`src/rtl/aux_uart_tx.sv`:
```
`default_nettype none
// ============================================================================
// Module   : aux_uart_tx
// Purpose  : 8N1 byte UART transmitter (LSB first) fed by a small input FIFO.
// Revision : 1.0
// ============================================================================
module aux_uart_tx #(
    parameter int CLK_FREQUENCY = 50000000,
    parameter int BAUD_RATE     = 115200,
    parameter int FIFO_DEPTH    = 4,
    parameter int STOP_BITS     = 1
) (
    input  logic                          clk,
    input  logic                          reset,
    input  logic [7:0]                    tx_data,
    input  logic                          tx_valid,
    output logic                          tx_ready,
    output logic                          tx,
    output logic                          busy,
    output logic [$clog2(FIFO_DEPTH):0]   fifo_count
);

    localparam int c_CLKS_PER_BIT = CLK_FREQUENCY / BAUD_RATE;
    localparam int c_PTR_W        = $clog2(FIFO_DEPTH);
    localparam int c_CNT_W        = c_PTR_W + 1;
    localparam int c_BAUD_W       = $clog2(STOP_BITS * c_CLKS_PER_BIT);

    localparam logic [c_BAUD_W-1:0] c_BIT_LAST  = c_BAUD_W'(c_CLKS_PER_BIT - 1);
    localparam logic [c_BAUD_W-1:0] c_STOP_LAST = c_BAUD_W'(STOP_BITS * c_CLKS_PER_BIT - 1);
    localparam logic [c_CNT_W-1:0]  c_FULL      = c_CNT_W'(FIFO_DEPTH);

    generate
        if (c_CLKS_PER_BIT < 2) begin : g_bad_baud
            $error("aux_uart_tx: CLK_FREQUENCY / BAUD_RATE must be at least 2");
        end
        if ((STOP_BITS != 1) && (STOP_BITS != 2)) begin : g_bad_stop
            $error("aux_uart_tx: STOP_BITS must be 1 or 2");
        end
        if ((FIFO_DEPTH < 2) || ((FIFO_DEPTH & (FIFO_DEPTH - 1)) != 0)) begin : g_bad_depth
            $error("aux_uart_tx: FIFO_DEPTH must be a power of two >= 2");
        end
    endgenerate

    typedef enum logic [1:0] {
        S_IDLE  = 2'd0,
        S_START = 2'd1,
        S_DATA  = 2'd2,
        S_STOP  = 2'd3
    } state_t;

    logic [7:0]          r_mem [FIFO_DEPTH];
    logic [c_PTR_W-1:0]  r_wr_ptr;
    logic [c_PTR_W-1:0]  r_rd_ptr;
    logic [c_CNT_W-1:0]  r_count;

    state_t              r_state;
    logic                r_tx;
    logic [7:0]          r_shift;
    logic [2:0]          r_bit;
    logic [c_BAUD_W-1:0] r_baud;

    logic w_push;
    logic w_pop;
    logic w_nonempty;
    logic w_bit_last;
    logic w_stop_last;

    // No pass-through when full: a same-cycle pop does not free a slot early.
    assign tx_ready    = (r_count != c_FULL);
    assign w_push      = tx_valid && tx_ready;
    assign w_nonempty  = (r_count != '0);
    assign w_bit_last  = (r_baud == c_BIT_LAST);
    assign w_stop_last = (r_baud == c_STOP_LAST);
    assign w_pop       = w_nonempty &&
                         ((r_state == S_IDLE) || ((r_state == S_STOP) && w_stop_last));

    assign tx         = r_tx;
    assign busy       = (r_state != S_IDLE) || w_nonempty;
    assign fifo_count = r_count;

    always_ff @(posedge clk) begin
        if (w_push) begin
            r_mem[r_wr_ptr] <= tx_data;
        end
    end

    always_ff @(posedge clk) begin
        if (reset) begin
            r_wr_ptr <= '0;
            r_rd_ptr <= '0;
            r_count  <= '0;
        end else begin
            if (w_push) begin
                r_wr_ptr <= r_wr_ptr + c_PTR_W'(1);
            end
            if (w_pop) begin
                r_rd_ptr <= r_rd_ptr + c_PTR_W'(1);
            end
            case ({w_push, w_pop})
                2'b10:   r_count <= r_count + c_CNT_W'(1);
                2'b01:   r_count <= r_count - c_CNT_W'(1);
                default: r_count <= r_count;
            endcase
        end
    end

    always_ff @(posedge clk) begin
        if (reset) begin
            r_state <= S_IDLE;
            r_tx    <= 1'b1;
            r_shift <= '0;
            r_bit   <= '0;
            r_baud  <= '0;
        end else begin
            case (r_state)
                S_IDLE: begin
                    r_tx <= 1'b1;
                    if (w_pop) begin
                        r_shift <= r_mem[r_rd_ptr];
                        r_tx    <= 1'b0;
                        r_baud  <= '0;
                        r_state <= S_START;
                    end
                end
                S_START: begin
                    if (w_bit_last) begin
                        r_tx    <= r_shift[0];
                        r_baud  <= '0;
                        r_bit   <= '0;
                        r_state <= S_DATA;
                    end else begin
                        r_baud <= r_baud + c_BAUD_W'(1);
                    end
                end
                S_DATA: begin
                    if (w_bit_last) begin
                        r_baud <= '0;
                        if (r_bit == 3'd7) begin
                            r_tx    <= 1'b1;
                            r_state <= S_STOP;
                        end else begin
                            // Bit 1 of the shifter is the next bit on the line.
                            r_tx    <= r_shift[1];
                            r_shift <= {1'b0, r_shift[7:1]};
                            r_bit   <= r_bit + 3'd1;
                        end
                    end else begin
                        r_baud <= r_baud + c_BAUD_W'(1);
                    end
                end
                S_STOP: begin
                    if (w_stop_last) begin
                        r_baud <= '0;
                        if (w_pop) begin
                            r_shift <= r_mem[r_rd_ptr];
                            r_tx    <= 1'b0;
                            r_state <= S_START;
                        end else begin
                            r_state <= S_IDLE;
                        end
                    end else begin
                        r_baud <= r_baud + c_BAUD_W'(1);
                    end
                end
                default: begin
                    r_tx    <= 1'b1;
                    r_state <= S_IDLE;
                end
            endcase
        end
    end

endmodule
`default_nettype wire
```
`config.mk`:
```
export PLATFORM = sky130hd
export DESIGN_NAME = aux_uart_tx
export DESIGN_NICKNAME = d
export VERILOG_FILES = /design/src/rtl/aux_uart_tx.sv
export SDC_FILE = /design/constraint.sdc
export NUM_CORES = 1
export LEC_CHECK = 0
export BUFFER_PORTS_ARGS = -buffer_cell sky130_fd_sc_hd__buf_2
export CAP_MARGIN = 20
export CORE_MARGIN = 4
export CORE_UTILIZATION = 65
export DETAILED_ROUTE_END_ITERATION = 8
export PLACE_DENSITY = 0.84
export SYNTH_ARGS = -nofsm -noshare
export SYNTH_HDL_FRONTEND = slang
export SYNTH_SLANG_ARGS = --single-unit
export TNS_END_PERCENT = 1
```
`constraint.sdc`:
```
create_clock -name clk -period 5.4 [get_ports clk]
set_input_delay 0.27 -clock clk [delete_from_list [all_inputs] [get_ports clk]]
set_output_delay 0.27 -clock clk [all_outputs]
set_load 0.1 [all_outputs]
```
==> qor.yml <==
top_level_ports: 17
synth.cell_area_um2: 3005
post_cts_resized: 0
rsz0062_at_grt: "false"
synth_top_cell_area_share: 0.3197
worst_hold_path.num_cells: 1
worst_case_hold_path_end_point: "r_mem[0][2]"
leakage_nw: 1.192
die_width_um: 76.00
final-max-slew-violation-count: 0
drt-vias-per-instance: 6.095
timing.fmax_ghz: 0.4074
synth_seq_area_share: 0.5329
synthTopCellsByArea: "edfxtp_1 32%, dfxtp_1 21%, mux4_2 6.0%"
grt_pass1_wl_um: 9273
synth-async-reset-ratio: 0
timing.clock.skew_ps: 6.529
ys_dominant_reg_cell: "edfxtp_1"
largest_net_degree_at_the_start_of_global_routing: 39
final_hold_viol_count: 0
hold_path_class: "in2reg"
grt_util_all_layers: 0.2015
share_of_layout_cells_above_drive_strength_1: 0.1932
synthesis.area_per_instance_um2: 12.37
critical_path_required_ps: 5660
endpoint_kind: "register"
insertion_delay_ps: 330
cts_buffer_depth: 2
finalWorstPathRequiredPeriod_ps: 2454
cts_setup_buffers: 0
cts_root_buffer: "clkbuf_8"
worstMarginPinSlew_ps: 743.8
post_layout_nonfiller_instances: 316
vias_in_the_first_global_route: 1881
pre_cts_slack_ps: 2994
r2r_setup_slack_ps: 2950
power_density_nw_per_um2: 539.9
setup_violations: 0
synth_to_final_area_change_pct: 9.284
antenna_cells: 0
cts-buffers-inserted: 9
cts_tree: "yes"
synth_edf_count: 32
routed_wirelength_um: 5356
layout_setup_ws_ps: 2946
die_h_um: 76.00
number_of_nets_in_the_synthesized_netlist: 269
tritoncts_num_sinks: 64
clock_tree.htree_level_count: 3
synth.top_cells.by_count: "32 x dfxtp_1, 32 x edfxtp_1, 19 x nor2_1, 14 x ha_1, 12 x a21oi_1"
hold_path_startpoint: "tx_data[2]"
fraction_of_the_core_area_covered_by_cells_at_the_end_of_the_flow: 0.7440
drtAntennaViolNets: 0
grt_antenna_before_repair: 0
fp-row-count: 24
synth_cell_types: 52
worst-path-max-fanout: 6
critical_path_class: "reg2reg"
nNetsFinal: 285
drv_cap: 0
synthDominantAreaCellType: "edfxtp_1"
grt_overflow_total: 0
initial_utilization: 0.6808
arrival_ps: 2720
worst_slew_margin_rel: 0.5041
netlist_instances: 243
ff2ff_path_depth: 10
finalPower_mw: 1.773
synth.ff_latch_count: 64
place.detailed.instances: 300
timing.critical_path.from_type: "register"
hpwlAfterDp_um: 3575
core-area_um2: 4414
final_min_period_over_clock_period: 0.4545
r2r_start: "r_state[0]"
route.detailed.wl_per_inst_um: 16.95
routed-via-count: 1926
clk_transition_reported_paths_ps: 70
drt-pass1-iter-count: 4
port_buffers: 16
gp_routability_congestion: 0.9050
regToRegEndpoint: "fifo_count[2]"
status: "completed"
postCtsHoldBufs: 0
setup-tns-final_ps: 0
dr.first_iter.drc_count: 186
ir_worst_vdd_mv: 0.3539
fp.dieArea_um2: 5775
yosysWarnings: 0
post-route-drc-count: 0
[power breakdown]
group	switching [mW]	internal, mW
logic	0.423	0.278
clock network	0.182	0.210
registers	0.0773	0.603
[registers in the layout (all words and copies together) (netlist names), named ones only]
| name | cells |
|---|---|
| r_shift | 8 |
| tx | 1 |
| r_wr_ptr | 2 |
| r_baud | 9 |
| r_bit | 3 |
| r_rd_ptr | 2 |
| fifo_count | 3 |
| r_mem | 32 |
| r_state | 2 |
[layout by cell type (no fill, tap or decap), types with 8 or more instances in the layout]
master | synthesis | final
a21oi_1 | 12 | 12
buf_2 | 3 | 16
clkbuf_8 | 0 | 9
dfxtp_1 | 32 | 32
edfxtp_1 | 32 | 32
ha_1 | 14 | 14
inv_1 | 11 | 11
mux2i_1 | 9 | 9
mux4_2 | 8 | 8
nor2_1 | 19 | 19
o21ai_0 | 9 | 9
[worst max path at each step]
stage	startpoint	end	cells after the start
after floorplan	fifo_count[0]	fifo_count[2]	8
after global placement	r_state[0]	fifo_count[2]	10
after detailed placement	r_state[0]	fifo_count[2]	10
after CTS	r_state[0]	busy	5
after global routing	r_state[0]	fifo_count[2]	10
final	r_state[0]	fifo_count[2]	10
[routing by layer]
layer	vias to the layer above	track usage	part of all wire
met1	935	0.2861	0.45
met3	7	0.04019	0.055
met4	0	0.09075	0.012
met5	-	0	0
met2	46	0.2988	0.48
li1	938	-	-
[logic make-up (layout without fill, tap and decap cells)]
kind of cell	Yosys count	in the layout	share of synthesized area
DFF	64	64	0.5329
buffers and inverters	24	45	0.03413
muxes	24	24	0.1249
adders and majority gates	15	15	0.06495
xor gates and xnor gates	4	4	0.01166
and+or+nand+nor	66	66	0.1266
AOI/OAI and AO/OA	46	46	0.1049
[final cells by class]
class	count	area (µm²)
flip-flops and latches	64	1602
multi-input cells	155	1301
fillers	271	1130
clock buffers	10	127.6
repair buffers	16	80.08
well taps	52	65.06
clock inverters	6	60.06
inverters	13	48.80
[critical path, cell delays in order (launching register included)]
cell	delay (ps)
dfxtp_1	360
inv_1	120
ha_1	310
o31ai_1	100
o31a_2	230
inv_2	70
ha_1	220
fa_1	390
xnor2_1	150
or3_1	300
a21oi_1	130
[through the flow]
step                hold slack, ps  area (µm²)
global route                 137.7        3284
CTS                          137.0        3284
floorplan                    368.9        3005
finish                       148.0        3284
detailed placement           468.1        3097
global placement             457.9        3097
No activity file was read; power rests on OpenSTA's default activity.
